--- src/rtl/dmem_access_ctrl.sv ---
// Data-memory access sequencer for the MEM stage: byte enables, store lane replication, load extension.
// Latency: store 2 cycles, load 3 cycles minimum from start to resp_valid; misaligned access faults in 1.
// Backpressure: mem_stall holds the pipeline while the bus request waits for gnt and the load waits for rvalid.
module dmem_access_ctrl #(
    parameter int TIMEOUT = 64,
    parameter int CNT_W   = 8
) (
    input  logic        clk,
    input  logic        reset_n,
    input  logic        mem_valid,
    input  logic [3:0]  memory_type,
    input  logic [1:0]  memory_rw,
    input  logic [31:0] addr,
    input  logic [31:0] store_data,
    output logic        mem_stall,
    output logic [31:0] load_data,
    output logic        resp_valid,
    output logic        misalign,
    output logic        bus_err,
    output logic [31:0] fault_addr,
    output logic        dmem_req,
    output logic        dmem_we,
    output logic [31:0] dmem_addr,
    output logic [3:0]  dmem_be,
    output logic [31:0] dmem_wdata,
    input  logic        dmem_gnt,
    input  logic        dmem_rvalid,
    input  logic [31:0] dmem_rdata
);

    localparam logic [3:0] MT_X  = 4'd0;
    localparam logic [3:0] MT_B  = 4'd1;
    localparam logic [3:0] MT_H  = 4'd2;
    localparam logic [3:0] MT_BU = 4'd5;
    localparam logic [3:0] MT_HU = 4'd6;
    localparam logic [1:0] M_R   = 2'd1;
    localparam logic [1:0] M_W   = 2'd2;

    localparam logic [2:0] S_IDLE = 3'd0;
    localparam logic [2:0] S_REQ  = 3'd1;
    localparam logic [2:0] S_WAIT = 3'd2;
    localparam logic [2:0] S_DONE = 3'd3;
    localparam logic [2:0] S_ERR  = 3'd4;

    logic [2:0]       r_state;
    logic [CNT_W-1:0] r_cnt;
    logic [31:0]      r_addr;
    logic [31:0]      r_sd;
    logic [3:0]       r_type;
    logic             r_we;
    logic             r_is_bus_err;
    logic [31:0]      r_load_data;
    logic [31:0]      r_fault_addr;

    logic             w_start;
    logic             w_misaligned;
    logic             w_timeout;
    logic [3:0]       w_be;
    logic [31:0]      w_wdata;
    logic [31:0]      w_load_ext;
    logic             w_in_req;

    // Byte/halfword accesses use the sub-word offset; anything else is treated as a full word.
    function automatic logic is_byte(input logic [3:0] t);
        return (t == MT_B) || (t == MT_BU);
    endfunction

    function automatic logic is_half(input logic [3:0] t);
        return (t == MT_H) || (t == MT_HU);
    endfunction

    function automatic logic [31:0] extract(input logic [3:0] t, input logic [1:0] o,
                                             input logic [31:0] d);
        logic [31:0] sh_b;
        logic [31:0] sh_h;
        logic [31:0] res;
        sh_b = d >> {o, 3'b000};
        sh_h = d >> {o[1], 4'b0000};
        case (t)
            MT_B:    res = {{24{sh_b[7]}}, sh_b[7:0]};
            MT_BU:   res = {24'd0, sh_b[7:0]};
            MT_H:    res = {{16{sh_h[15]}}, sh_h[15:0]};
            MT_HU:   res = {16'd0, sh_h[15:0]};
            default: res = d;
        endcase
        return res;
    endfunction

    assign w_start = mem_valid && ((memory_rw == M_R) || (memory_rw == M_W)) && (memory_type != MT_X);

    assign w_misaligned = is_byte(memory_type) ? 1'b0 :
                          is_half(memory_type) ? addr[0] :
                                                 (addr[1:0] != 2'b00);

    // The bus window covers REQ and WAIT together, so the counter is not cleared on gnt.
    assign w_timeout = (r_cnt == CNT_W'(TIMEOUT - 1));

    assign w_be = is_byte(r_type) ? (4'b0001 << r_addr[1:0]) :
                  is_half(r_type) ? (4'b0011 << r_addr[1:0]) :
                                    4'b1111;

    assign w_wdata = is_byte(r_type) ? {4{r_sd[7:0]}} :
                     is_half(r_type) ? {2{r_sd[15:0]}} :
                                       r_sd;

    assign w_load_ext = extract(r_type, r_addr[1:0], dmem_rdata);
    assign w_in_req   = (r_state == S_REQ);

    // Access sequencing, timeout counting and result/fault capture.
    always_ff @(posedge clk) begin
        if (!reset_n) begin
            r_state      <= S_IDLE;
            r_cnt        <= '0;
            r_addr       <= '0;
            r_sd         <= '0;
            r_type       <= MT_X;
            r_we         <= 1'b0;
            r_is_bus_err <= 1'b0;
            r_load_data  <= '0;
            r_fault_addr <= '0;
        end else begin
            case (r_state)
                S_IDLE: begin
                    if (w_start) begin
                        if (w_misaligned) begin
                            r_fault_addr <= addr;
                            r_is_bus_err <= 1'b0;
                            r_state      <= S_ERR;
                        end else begin
                            r_addr  <= addr;
                            r_sd    <= store_data;
                            r_type  <= memory_type;
                            r_we    <= (memory_rw == M_W);
                            r_cnt   <= '0;
                            r_state <= S_REQ;
                        end
                    end
                end
                S_REQ: begin
                    r_cnt <= r_cnt + CNT_W'(1);
                    if (dmem_gnt) begin
                        r_state <= r_we ? S_DONE : S_WAIT;
                    end else if (w_timeout) begin
                        r_fault_addr <= r_addr;
                        r_is_bus_err <= 1'b1;
                        r_state      <= S_ERR;
                    end
                end
                S_WAIT: begin
                    r_cnt <= r_cnt + CNT_W'(1);
                    if (dmem_rvalid) begin
                        r_load_data <= w_load_ext;
                        r_state     <= S_DONE;
                    end else if (w_timeout) begin
                        r_fault_addr <= r_addr;
                        r_is_bus_err <= 1'b1;
                        r_state      <= S_ERR;
                    end
                end
                S_DONE:  r_state <= S_IDLE;
                S_ERR:   r_state <= S_IDLE;
                default: r_state <= S_IDLE;
            endcase
        end
    end

    // The stall is raised in the start cycle itself so the pipeline never advances past an issuing access.
    assign mem_stall  = ((r_state == S_IDLE) && w_start) || (r_state == S_REQ) || (r_state == S_WAIT);
    assign resp_valid = (r_state == S_DONE);
    assign misalign   = (r_state == S_ERR) && !r_is_bus_err;
    assign bus_err    = (r_state == S_ERR) && r_is_bus_err;
    assign load_data  = r_load_data;
    assign fault_addr = r_fault_addr;

    // Bus fields are zero outside REQ; wdata is zero for loads.
    assign dmem_req   = w_in_req;
    assign dmem_we    = w_in_req && r_we;
    assign dmem_addr  = w_in_req ? {r_addr[31:2], 2'b00} : 32'd0;
    assign dmem_be    = w_in_req ? w_be : 4'd0;
    assign dmem_wdata = (w_in_req && r_we) ? w_wdata : 32'd0;

endmodule

--- config.mk ---
export PLATFORM = sky130hd
export DESIGN_NAME = dmem_access_ctrl
export DESIGN_NICKNAME = d
export VERILOG_FILES = /design/src/rtl/dmem_access_ctrl.sv
export SDC_FILE = /design/constraint.sdc
export NUM_CORES = 1
export LEC_CHECK = 0
export CAP_MARGIN = 10
export CORE_UTILIZATION = 46
export DETAILED_ROUTE_END_ITERATION = 7
export GPL_ROUTABILITY_DRIVEN = 0
export PLACE_DENSITY = 0.88
export SYNTH_ARGS = -nofsm -noshare
export SYNTH_HDL_FRONTEND = slang
export SYNTH_SLANG_ARGS = --single-unit
--- constraint.sdc ---
create_clock -name clk -period 2.2 [get_ports clk]
set_input_delay 0.33 -clock clk [delete_from_list [all_inputs] [get_ports clk]]
set_output_delay 0.33 -clock clk [all_outputs]
set_load 0.005 [all_outputs]
==> reports/qor.yml <==
grt_pass1_wl_um: 36600
vdd_drop_max_uv: 517
routedWlPerCell_um: 18.0
ant_nets: 0
startpoint_type: "register"
period_minus_slack_ps: 2200
synth_mux_area_share_pct: 4.09
path_clk_slew_ps: 60
fin_crit_sh_pct: 100
first_pass_iters: 7
critPathKind: "register to primary output"
setup_slack_ps: -1.44
slowest_stage: "dfxtp_2"
r2r_cells: 6
clkLatencyLatePin_ps: 420
status: "finished with violations"
ys_ff_latch: 145
hold_violations: 0
synthXorXnorAreaFrac_pct: 0.859
seq_area_frac_synth_pct: 40.7
dpl.hpwl_um: 15400
tightestPinTransition_ps: 545
die_h_um: 127
crit_path_max_fanout: 6
synth_top_family_by_area: "compound AO/OA/AOI/OAI gates"
finalNonFillerCells: 1297
synth_adder_area_share_pct: 1.05
nets: 1211
clock_sinks: 145
final_common_cell: "nand2_1"
whs_path_depth: 2
p_leak_nw: 4.29
final_util_pct: 71.1
h-tree-depth: 4
mostFrequentLayoutCells: "212 x nand2_1, 168 x clkdlybuf4s50_1, 138 x dfxtp_1, 69 x a21boi_1, 57 x a21oi_1"
cts_tree: "done"
routed_wirelength_um: 23300
setup_viol: 1
ys.warnings.count: 0
viasPerCell: 5.76
area_growth_pct: 50.9
violations: "setup timing"
grt_max_degree: 63
die-area_um2: 16000
syn_area_um2: 7140
hp-start: "reset_n"
synth-simple-area-share_pct: 19.8
drive_gt1_share_pct: 21.2
postSynthCellCount: 838
synth-compound-area-share_pct: 27.6
path_cells: "nor3b_4, buf_12, buf_4, buf_6, buf_6, buf_6, buf_6, and2_4, buf_6"
slew_headroom_pct: 63.7
core_area_um2: 15100
drt-initial-drc-count: 524
cp.arrival_ps: 1870
antenna_found_initial: 0
power_density_nw_per_um2: 636
root_buffer: "clkbuf_16"
fillers: 1101
grt_use_total_pct: 28.8
synthDistinctLibCells: 50
drv_slew: 0
max_stage_delay_ps: 330
max_freq_mhz: 454
cts_max_path_buffers: 2
r2r-start: "r_cnt[2]$_SDFFE_PN0P_"
synthFlopType: "dfxtp_1"
worstSetupEndpointType: "primary output"
numCtsBuffers: 17
port_buffers: 242
worstPathRequired_ps: 1870
avgSynthCellArea_um2: 8.52
max-cap-violations: 0
synth_edf_count: 0
rows: 45
die_x_um: 127
hp-class: "primary input to register"
rsz0062_at_grt: "true"
async_flop_share_pct: 0
grt.overflow.total: 0
num_vias: 7473
n_antenna_cell: 0
start_util_pct: 47.1
ios: 245
place_inst: 1243
finalClockSkew_ps: 9.01
cp_common_cell: "buf_6"
hold_buffers: 0
crit_start: "r_state[1]$_SDFFE_PN0P_"
drc: 0
grt_pass1_vias: 7276
## cells in the mapped netlist (4+ instances only)
| cell | n | area (µm²) |
|---|---|---|
| o221a_2 | 32 | 360 |
| mux4_2 | 8 | 180 |
| buf_2 | 7 | 35.0 |
| o22a_1 | 32 | 280 |
| buf_4 | 4 | 30.0 |
| a221oi_1 | 5 | 43.8 |
| clkbuf_1 | 48 | 180 |
| dfxtp_1 | 145 | 2900 |
| mux2_2 | 9 | 101 |
| a211oi_1 | 4 | 30.0 |
| buf_6 | 13 | 146 |
| a22oi_1 | 12 | 90.1 |
| ha_1 | 6 | 75.1 |
| nor2_1 | 18 | 67.6 |
| inv_1 | 6 | 22.5 |
| o21ai_0 | 38 | 190 |
| and2_1 | 30 | 188 |
| a21oi_1 | 68 | 340 |
| xnor2_1 | 7 | 61.3 |
| and3_1 | 14 | 87.6 |
| a21boi_1 | 69 | 518 |
| nand2_1 | 214 | 803 |
| nand2b_1 | 8 | 50.1 |
## flip-flops by register name, indices dropped and copies added, names as in the netlist
name	flops
r_is_bus_err	1
r_type	4
r_sd	32
r_we	1
r_state	3
r_cnt	8
load_data	32
fault_addr	32
r_addr	32
## kinds of logic after synthesis
kind of cell / after synthesis
buffers and inverters: 80
AO/OA/AOI/OAI: 273
multiplexers: 18
AND/OR/NAND/NOR: 308
other: 1
XOR/XNOR: 7
flip-flops: 145
adder cells (fa/ha/maj): 6
## metal layers
| metal | GRT usage, % | part of all wire, % |
|---|---|---|
| met5 | 0 | 0 |
| met4 | 14.6 | 3.9 |
| met3 | 7.63 | 8.0 |
| met2 | 48.0 | 47 |
| met1 | 34.1 | 41 |
## path summary, 6_finish.rpt
kind / end / slack [ps]
hold reg to reg: r_sd[22]$_SDFFE_PN0P_ / 450
hold / removal: fault_addr[2]$_SDFFE_PN0P_ / 390
setup reg to reg: fault_addr[4]$_SDFFE_PN0P_ / 210
setup / recovery: dmem_addr[26] / -1
## power breakdown
part / switching (mW) / internal [mW]
Combinational: 0.428 / 0.576
Clock: 1.10 / 1.94
Sequential: 0.0759 / 2.73
Total: 1.60 / 5.25
## final cells by class
| cell class | count | area, µm² | share of cell area (%) |
|---|---|---|---|
| well taps | 188 | 235 | 2.18 |
| flip-flops and latches | 145 | 2920 | 27.1 |
| multi-input cells | 614 | 3970 | 36.8 |
| clock inverters | 10 | 160 | 1.49 |
| repair buffers | 314 | 3010 | 28.0 |
| inverters | 6 | 22.5 | 0.209 |
| clock buffers | 20 | 457 | 4.24 |
## worst max-delay path: cells and delay by family (launching register included)
family | cells | cell delay [ps]
buffers and inverters | 7 | 760
flip-flops | 1 | 330
AND/OR/NAND/NOR | 2 | 360
## metrics by stage
step	total power [mW]	hold slack (ps)	instance area, µm²	setup TNS (ps)	setup slack [ps]
final	6.85	386	10800	-1.44	-1.44
after global routing	7.07	388	10800	-174	-56.5
after CTS	6.85	374	10700	-1670	-242
after detailed placement	3.81	445	9910	-42250	-464
after global placement	3.79	440	9910	-40520	-473
after floorplan	3.30	433	7140	0	160
## timing repair
item / CTS / global route
resized for setup: 139 / 105
gates cloned: 3 / 0
hold endpoints to repair: 0 / 0
setup buffers: 12 / 9
endpoints found under the setup margin: 147 / 44
pin swaps: 3 / 6
No activity file was read; power rests on OpenSTA's default activity.
